<file path="config.mk">
export PLATFORM = sky130hd
export DESIGN_NAME = cla_mp_add_seq
export DESIGN_NICKNAME = d
export VERILOG_FILES = /design/src/rtl/cla_mp_pkg.sv /design/src/rtl/CLA_12bit.sv /design/src/rtl/cla_mp_add_seq.sv
export SDC_FILE = /design/constraint.sdc
export NUM_CORES = 1
export LEC_CHECK = 0
export CAP_MARGIN = 5
export CORE_ASPECT_RATIO = 0.9
export CORE_MARGIN = 2
export CORE_UTILIZATION = 50
export DETAILED_ROUTE_END_ITERATION = 8
export GPL_TIMING_DRIVEN = 0
export PLACE_DENSITY = 0.88
export SYNTH_ARGS = -nofsm -noshare
export SYNTH_HDL_FRONTEND = slang
export SYNTH_SLANG_ARGS = --single-unit
</file>
<file path="constraint.sdc">
create_clock -name clk -period 9 [get_ports clk]
set_clock_uncertainty 0.2 [all_clocks]
set_input_delay 1.8 -clock clk [delete_from_list [all_inputs] [get_ports clk]]
set_output_delay 1.8 -clock clk [all_outputs]
set_load 0.05 [all_outputs]
</file>
<file path="src/rtl/cla_mp_pkg.sv">
// Shared types and constants for the multi-precision CLA add sequencer.
package cla_mp_pkg;

  typedef enum logic [1:0] {
    IDLE = 2'd0,
    RUN  = 2'd1,
    DONE = 2'd2
  } state_e;

  localparam int DEF_WIDTH = 12;
  localparam int DEF_WORDS = 4;

  function automatic int idx_width(input int words);
    return (words < 2) ? 1 : $clog2(words);
  endfunction

endpackage

</file>
<file path="src/rtl/CLA_12bit.sv">
// Carry-lookahead adder slice: sum, carry-out and group propagate/generate.
module CLA_12bit #(
  parameter int WIDTH = 12
) (
  input  logic [WIDTH-1:0] i_a,
  input  logic [WIDTH-1:0] i_b,
  input  logic             i_cin,
  output logic [WIDTH-1:0] o_s,
  output logic             o_cout,
  output logic             o_p,
  output logic             o_g
);

  logic [WIDTH-1:0] w_p;
  logic [WIDTH-1:0] w_g;
  logic [WIDTH:0]   w_c;
  logic             w_gg;

  assign w_p = i_a ^ i_b;
  assign w_g = i_a & i_b;

  // Carries expand to lookahead terms g[i] | p[i]g[i-1] | ... | p[i..0]cin.
  always_comb begin
    w_c    = '0;
    w_gg   = 1'b0;
    w_c[0] = i_cin;
    for (int i = 0; i < WIDTH; i++) begin
      w_c[i+1] = w_g[i] | (w_p[i] & w_c[i]);
      w_gg     = w_g[i] | (w_p[i] & w_gg);
    end
  end

  assign o_s    = w_p ^ w_c[WIDTH-1:0];
  assign o_cout = w_c[WIDTH];
  assign o_p    = &w_p;
  assign o_g    = w_gg;

endmodule

</file>
<file path="src/rtl/cla_mp_add_seq.sv">
// Multi-precision adder: streams WORDS chunks LSB-first through one CLA slice.
// Optional subtract mode (op_sub port) is enabled by defining CLA_MP_SUB_EN.
module cla_mp_add_seq
  import cla_mp_pkg::*;
#(
  parameter int WIDTH = DEF_WIDTH,
  parameter int WORDS = DEF_WORDS
) (
  input  logic                   clk,
  input  logic                   rst,
  input  logic                   in_valid,
  output logic                   in_ready,
  input  logic [WIDTH*WORDS-1:0] a_in,
  input  logic [WIDTH*WORDS-1:0] b_in,
  input  logic                   cin,
`ifdef CLA_MP_SUB_EN
  input  logic                   op_sub,
`endif
  output logic                   out_valid,
  input  logic                   out_ready,
  output logic [WIDTH*WORDS-1:0] sum_out,
  output logic                   cout_out,
  output logic                   busy
);

  localparam int TW = WIDTH * WORDS;
  localparam int IW = idx_width(WORDS);
  localparam logic [IW-1:0] LAST_IDX = IW'(WORDS - 1);

  state_e          r_state;
  state_e          w_next;
  logic [IW-1:0]   r_idx;
  logic [TW-1:0]   r_a;
  logic [TW-1:0]   r_b;
  logic [TW-1:0]   r_sum;
  logic            r_carry;
  logic            r_cout;
  logic            w_accept;
  logic            w_last;
  logic            w_cin0;
  logic [31:0]     w_base;
  logic [WIDTH-1:0] w_a_chunk;
  logic [WIDTH-1:0] w_b_chunk;
  logic [WIDTH-1:0] w_s;
  logic            w_cout;
  logic            w_grp_p_unused;
  logic            w_grp_g_unused;

  assign w_accept = in_valid && (r_state == IDLE);
  assign w_last   = (r_idx == LAST_IDX);
  assign w_base   = 32'(r_idx) * 32'(WIDTH);
  assign w_a_chunk = r_a[w_base +: WIDTH];

`ifdef CLA_MP_SUB_EN
  logic r_sub;
  // A-B as A + ~B + 1: invert B chunks and force the initial carry.
  assign w_b_chunk = r_b[w_base +: WIDTH] ^ {WIDTH{r_sub}};
  assign w_cin0    = op_sub ? 1'b1 : cin;

  always_ff @(posedge clk or posedge rst) begin
    if (rst)           r_sub <= 1'b0;
    else if (w_accept) r_sub <= op_sub;
  end
`else
  assign w_b_chunk = r_b[w_base +: WIDTH];
  assign w_cin0    = cin;
`endif

  CLA_12bit #(.WIDTH(WIDTH)) u_cla (
    .i_a    (w_a_chunk),
    .i_b    (w_b_chunk),
    .i_cin  (r_carry),
    .o_s    (w_s),
    .o_cout (w_cout),
    .o_p    (w_grp_p_unused),
    .o_g    (w_grp_g_unused)
  );

  always_ff @(posedge clk or posedge rst) begin
    if (rst) r_state <= IDLE;
    else     r_state <= w_next;
  end

  always_comb begin
    w_next    = r_state;
    in_ready  = 1'b0;
    out_valid = 1'b0;
    busy      = 1'b0;
    case (r_state)
      IDLE: begin
        in_ready = 1'b1;
        if (in_valid) w_next = RUN;
      end
      RUN: begin
        busy = 1'b1;
        if (w_last) w_next = DONE;
      end
      DONE: begin
        busy      = 1'b1;
        out_valid = 1'b1;
        if (out_ready) w_next = IDLE;
      end
      default: w_next = IDLE;
    endcase
  end

  always_ff @(posedge clk or posedge rst) begin
    if (rst) begin
      r_a     <= '0;
      r_b     <= '0;
      r_sum   <= '0;
      r_idx   <= '0;
      r_carry <= 1'b0;
      r_cout  <= 1'b0;
    end else if (w_accept) begin
      r_a     <= a_in;
      r_b     <= b_in;
      r_carry <= w_cin0;
      r_idx   <= '0;
      r_sum   <= '0;
    end else if (r_state == RUN) begin
      r_sum[w_base +: WIDTH] <= w_s;
      r_carry                <= w_cout;
      // idx parks at the last chunk rather than wrapping.
      if (w_last) r_cout <= w_cout;
      else        r_idx  <= r_idx + 1'b1;
    end
  end

  assign sum_out  = r_sum;
  assign cout_out = r_cout;

endmodule
</file>
## Word level (Yosys, flattened, before mapping)

Cells that the tools add are included.
W data, S select, Z words.

- Flip-flop bits (word level): 150
- Input bits: 101
- Output and inout bits: 52

- $add $sub $neg: 2
- Multipliers: 1
- Eq/ne operators: 7
- Shift-type cells: 4
- Multiplexer cells: 15
- Bitwise logic cells: 28
- Reduce and logical (&&, ||, !) cells: 7

Operators by type and width:

| cell | count |
|---|---|
| $mux W48 | 2 |
| $shiftx A48 B7 Y12 | 2 |
| $bwmux W48 | 1 |
| $shift A12 B34 Y48 const A | 1 |
| $shiftx A12 B34 Y48 | 1 |
| $neg A6 Y34 | 1 |
| $xor A12 B12 Y12 | 2 |
| $and A1 B1 Y1 | 12 |
| $and A12 B12 Y12 | 1 |
| $mux W2 | 6 |
| $or A1 B1 Y1 | 12 |
| $ne A2 B2 Y1 const B | 4 |
| $pmux W2 S3 | 1 |
| $reduce_and A3 Y1 | 2 |
| $mux W1 | 5 |
| $eq A2 B2 Y1 const B | 2 |
| $mul A2 B2 Y4 const B | 1 |
| $add A2 B1 Y2 const B | 1 |
| $eq A2 B1 Y1 const B | 1 |
| $logic_not A2 Y1 | 1 |
| $reduce_and A2 Y1 | 1 |
| $reduce_bool A2 Y1 | 1 |
| $reduce_or A2 Y1 | 1 |
| $logic_and A1 B1 Y1 | 1 |
| $not A1 Y1 | 1 |

## Logic depth before layout (Yosys ltp)

- Depth after elaboration: 30
- Gate-level depth with buffers: 20

## Hierarchy

From an unflattened synthesis, not the netlist that was laid out.

- Cells, all modules: 735
- Area, all modules: 7403.4 µm²

Modules (own cells, without submodules):

| module | instances | cells an instance | area an instance (µm²) | seq. area each (µm²) |
|---|---|---|---|---|
| cla_mp_add_seq | 1 | 682 | 6857.8 | 3753.6 |
| CLA_12bit | 1 | 53 | 545.5 | 0.0 |

## Least setup slack after synthesis

No wires, ideal clock.

- Kind: register to register
- Start point: register r_idx[1]
- End point: register r_sum[35] (netlist: sum_out[35])
- Data arrival time: 6015 ps
- Path slack: 2652 ps
- Stages on the path, launching flop included: 20
- Period minus slack after synthesis: 6348 ps
- Cells stage by stage: dfrtp_1 > buf_2 > buf_1 > mux4_2 > fa_1 > inv_1 > fa_1 > fa_1 > fa_1 > fa_1 > fa_1 > fa_1 > fa_1 > fa_1 > fa_1 > fa_1 > inv_1 > fa_1 > a211oi_1 > o31ai_1

- Cells in the longest elaborated chain, start to end: 30

RTL lines:

| element | line | text |
|---|---|---|
| start: declaration | cla_mp_add_seq.sv:32 | `logic [IW-1:0] r_idx;` |
| start signal: assignment | cla_mp_add_seq.sv:126 | `else r_idx <= r_idx + 1'b1;` |
| $mul A2 B2 Y4 (*) | cla_mp_add_seq.sv:51 | `assign w_base = 32'(r_idx) * 32'(WIDTH);` |
| $shiftx A48 B7 Y12, on equally long branches | cla_mp_add_seq.sv:52, cla_mp_add_seq.sv:65 |  |
| $xor A12 B12 Y12 | CLA_12bit.sv:19 | `assign w_p = i_a ^ i_b;` |
| $and A1 B1 Y1 | CLA_12bit.sv:28 | `w_c[i+1] = w_g[i] \| (w_p[i] & w_c[i]);` |
| $or A1 B1 Y1 | CLA_12bit.sv:28 |  |
| $and A1 B1 Y1 | CLA_12bit.sv:28 |  |
| $or A1 B1 Y1 | CLA_12bit.sv:28 |  |
| $and A1 B1 Y1 | CLA_12bit.sv:28 |  |
| (+14 left out) | - |  |
| $or A1 B1 Y1 | CLA_12bit.sv:28 |  |
| $and A1 B1 Y1 | CLA_12bit.sv:28 |  |
| $or A1 B1 Y1 | CLA_12bit.sv:28 |  |
| $xor A12 B12 Y12 | CLA_12bit.sv:33 | `assign o_s = w_p ^ w_c[WIDTH-1:0];` |
| $shiftx A12 B34 Y48 | cla_mp_add_seq.sv:122 | `r_sum[w_base +: WIDTH] <= w_s;` |
| $bwmux W48 (*) | cla_mp_add_seq.sv:122 |  |
| $mux W48 (*) | cla_mp_add_seq.sv:121 | `end else if (r_state == RUN) begin` |
| $mux W48 (*) | cla_mp_add_seq.sv:115 | `end else if (w_accept) begin` |
| end signal: indexed assignment | cla_mp_add_seq.sv:122 |  |
| end: declaration | cla_mp_add_seq.sv:35 | `logic [TW-1:0] r_sum;` |

Every way passes the cells marked *; elsewhere a longest branch is shown, timed or not. The select of a mux whose other input is x is not followed.
A chain may end at the register's enable or synchronous reset.

## Final worst setup path

- Start point: register r_idx[1]
- End point: register r_sum[31] (netlist: sum_out[31])

Same word-level chain as after synthesis.

==> metrics.txt <==
Final ANT Viol Nets=0; worst min-delay path class=register to register; number of fill cells=about 1000; ys flop type=dfrtp_1; Worst-Margin Slew=0.7568 ns; Final Hold Violating Endpoints=0; Core Region=around 0.014 mm2; synthesis-to-layout area growth=33.05%; drt drc=0; status=finished, final reports clean; number of stages on the worst setup path=19; crit path kind=register to register; Top delay family on crit path=adder cells; Worst setup SP type=register; Final Setup Violations=0; Worst Path Arrival=about 7.4 ns; Worst VDD drop=247.8 uV; Vias=6233; Mapped Area=just over 0.007 mm2; Max stage delay on crit path=roughly 0.60 ns; clk_lat worst skew=between 0.4 and 0.5 ns; io pins=between 150 and 200; die height=117.5 um; Hold WS=~0.28 ns; Post-CTS Repair Setup Buffers=0; Hold Path Cell Cnt=2; cell count after synthesis=between 700 and 800; dpl hpwl=between 10000 and 15000 um; H-tree depth=4; IO buf count=between 150 and 200; Max Buffers Root-to-Sink=2; unrepaired setup endpoints after global routing=false; Seq/Total Area, Yosys=0.5247; Ys Warns=0; clock-pin slew on the worst setup and hold paths=approximately 0.06 ns; number of flops mapped to enable cells by yosys=0; reg-to-reg setup timing slack=1.67 ns; first-pass GRT wire length=approximately 33000 um; post_cts resized=0; setup TNS=0 ns; Max Clk Rate=around 0.14 GHz; crit-path most repeated cell=fa_1; Slew Limit Headroom=0.4955; crit path buf inv count=4; Leak=~4.5 nW; Tcrit/Tclk final=0.8149; syn avg cell area=approximately 9.7 um2; CP max FO=10; root buffer cell=clkbuf_16; Setup crit end kind=register; initial antenna violation count=0; Pwr Density=421.8 mW/mm2; layout cells sized above 1=0.09586; Routed WL per cell=18.55 um; syn_nets=~860; Cell variety after synth=49; RD Place Congestion=0.8982; DRT iter0 DRCs=545; Worst R2R Path Depth=19; Final Max Slew Viols=0; total die area=0.01528 mm2; fin nets=between 1000 and 1500; Initial Util=0.5109; critical path's slowest cell=buf_1; WL final=20610 um; Final Power=4.015 mW; hold_buf cts=0; pin count of the biggest net entering global routing=between 80 and 90; total CTS buffers=17; drt first pass iters=5; data required time at the worst endpoint=around 9.1 ns; most common cell after layout, fill and taps aside=nand2_1; vias in the first global route=6446; fraction of registers with async set/reset=1.000; Global Route Usage Sum=0.2830; Die W=between 100 and 150 um; FP Rows=41; worst-path cell chain=buf_2, buf_1, mux4_2, fa_1, inv_1, fa_1, fa_1, fa_1, fa_1, fa_1, fa_1, fa_1, fa_1, fa_1, fa_1, inv_1, fa_1, a211oi_1, o31ai_1; fin crit period=around 7.3 ns; Final Instance Area=between 0.009 and 0.01 mm2; total grt overflow=0; storage element area=roughly 0.0038 mm2; Max-Cap Viols=0; CTS tree=built; area occupied by multi-input gates=slightly above 0.003 mm2; vias per cell=5.610; #FFs+latches synth=150; total clock sinks=150; n_diodes=0; Post-DP Area=approximately 0.009 mm2; leading cell types in the layout, fill and taps excluded=nand2_1 (330), clkdlybuf4s50_1 (152), dfrtp_1 (150)
-- through the flow --
step,util,cells,worst slack (ns)
after global routing,0.6797,1111,1.455
after floorplan,-,735,2.652
after detailed placement,0.6391,1081,1.742
after global placement,0.6367,1080,1.123
final,0.6797,1111,1.666
after CTS,0.6797,1111,1.708
-- worst register-to-register path: cells and delay by family (launching register included) --
kind	cells	cell delay, ns
compound gates	2	0.57
mux	1	0.40
buf+inv	4	1.00
fa+ha+maj	12	4.64
flops	1	0.39
-- Yosys cell counts (2+ instances only) --
cell | number | share of area
a211oi_1 | 2 | 0.0021
a21o_1 | 2 | 0.0021
a21oi_1 | 14 | 0.0098
a21oi_2 | 2 | 0.0024
a22o_1 | 3 | 0.0037
a22oi_1 | 2 | 0.0021
a31oi_1 | 3 | 0.0026
and2_1 | 3 | 0.0026
and3b_1 | 2 | 0.0024
buf_1 | 6 | 0.0031
buf_2 | 15 | 0.010
buf_4 | 4 | 0.0042
clkbuf_1 | 16 | 0.0084
dfrtp_1 | 150 | 0.52
fa_1 | 12 | 0.034
ha_1 | 9 | 0.016
inv_1 | 31 | 0.016
mux2_2 | 2 | 0.0031
mux2i_1 | 7 | 0.0098
mux4_2 | 24 | 0.076
nand2_1 | 330 | 0.17
nand2b_1 | 5 | 0.0044
nand3_1 | 4 | 0.0028
nand4b_1 | 2 | 0.0024
nor2_1 | 7 | 0.0037
nor2b_1 | 4 | 0.0035
nor3_1 | 2 | 0.0014
nor3b_1 | 9 | 0.0094
o21ai_0 | 14 | 0.0098
o22ai_1 | 3 | 0.0026
o2bb2ai_1 | 7 | 0.0086
o31ai_1 | 12 | 0.013
o41ai_1 | 4 | 0.0049
or3_1 | 5 | 0.0044
or3_2 | 4 | 0.0042
-- state kept, by name, indices dropped and copies added (netlist names) --
register and cells:
sum_out 48, r_b 48, r_a 48, cout_out 1
r_carry 1, r_idx 2, r_state 2
-- metal layers --
layer  wire length, um  track usage
met5                 0            0
met4               838       0.1243
met3              1670      0.07182
met2             10230       0.4532
met1              7864       0.3647
-- power breakdown --
part	switching, mW	internal [mW]
registers	0.151	0.927
logic	1.42	0.827
clock network	0.272	0.413
-- path summary, 6_finish.rpt --
path | startpoint | end
max | r_idx[1] | sum_out[31]
min | r_b[25] | r_b[25]
max reg2reg | r_idx[1] | sum_out[31]
min reg2reg | r_b[25] | r_b[25]
max in group asynchronous | rst | r_b[42]
min in group asynchronous | rst | sum_out[13]
-- cell type report --
type                            instances  area share
Multi-Input combinational cell        512      0.3241
Timing Repair Buffer                  153      0.1627
Clock buffer                           23     0.05231
Tap cell                              193     0.02537
Clock inverter                          7    0.007492
Sequential cell                       150      0.3943
Buffer                                 42     0.02090
Inverter                               31     0.01275
-- cells by family (layout without fill, tap and decap cells) --
logic type | count (synthesis) | count (layout) | synth area share
xor gates and xnor gates | 1 | 1 | 0.001224
buffers and inverters | 73 | 256 | 0.04407
AOI/OAI and AO/OA | 71 | 71 | 0.06698
DFF | 150 | 150 | 0.5247
and+or+nand+nor | 386 | 386 | 0.2253
adders and majority gates | 21 | 21 | 0.04932
muxes | 33 | 33 | 0.08849
Note: power is estimated with default switching activity, not from simulation.
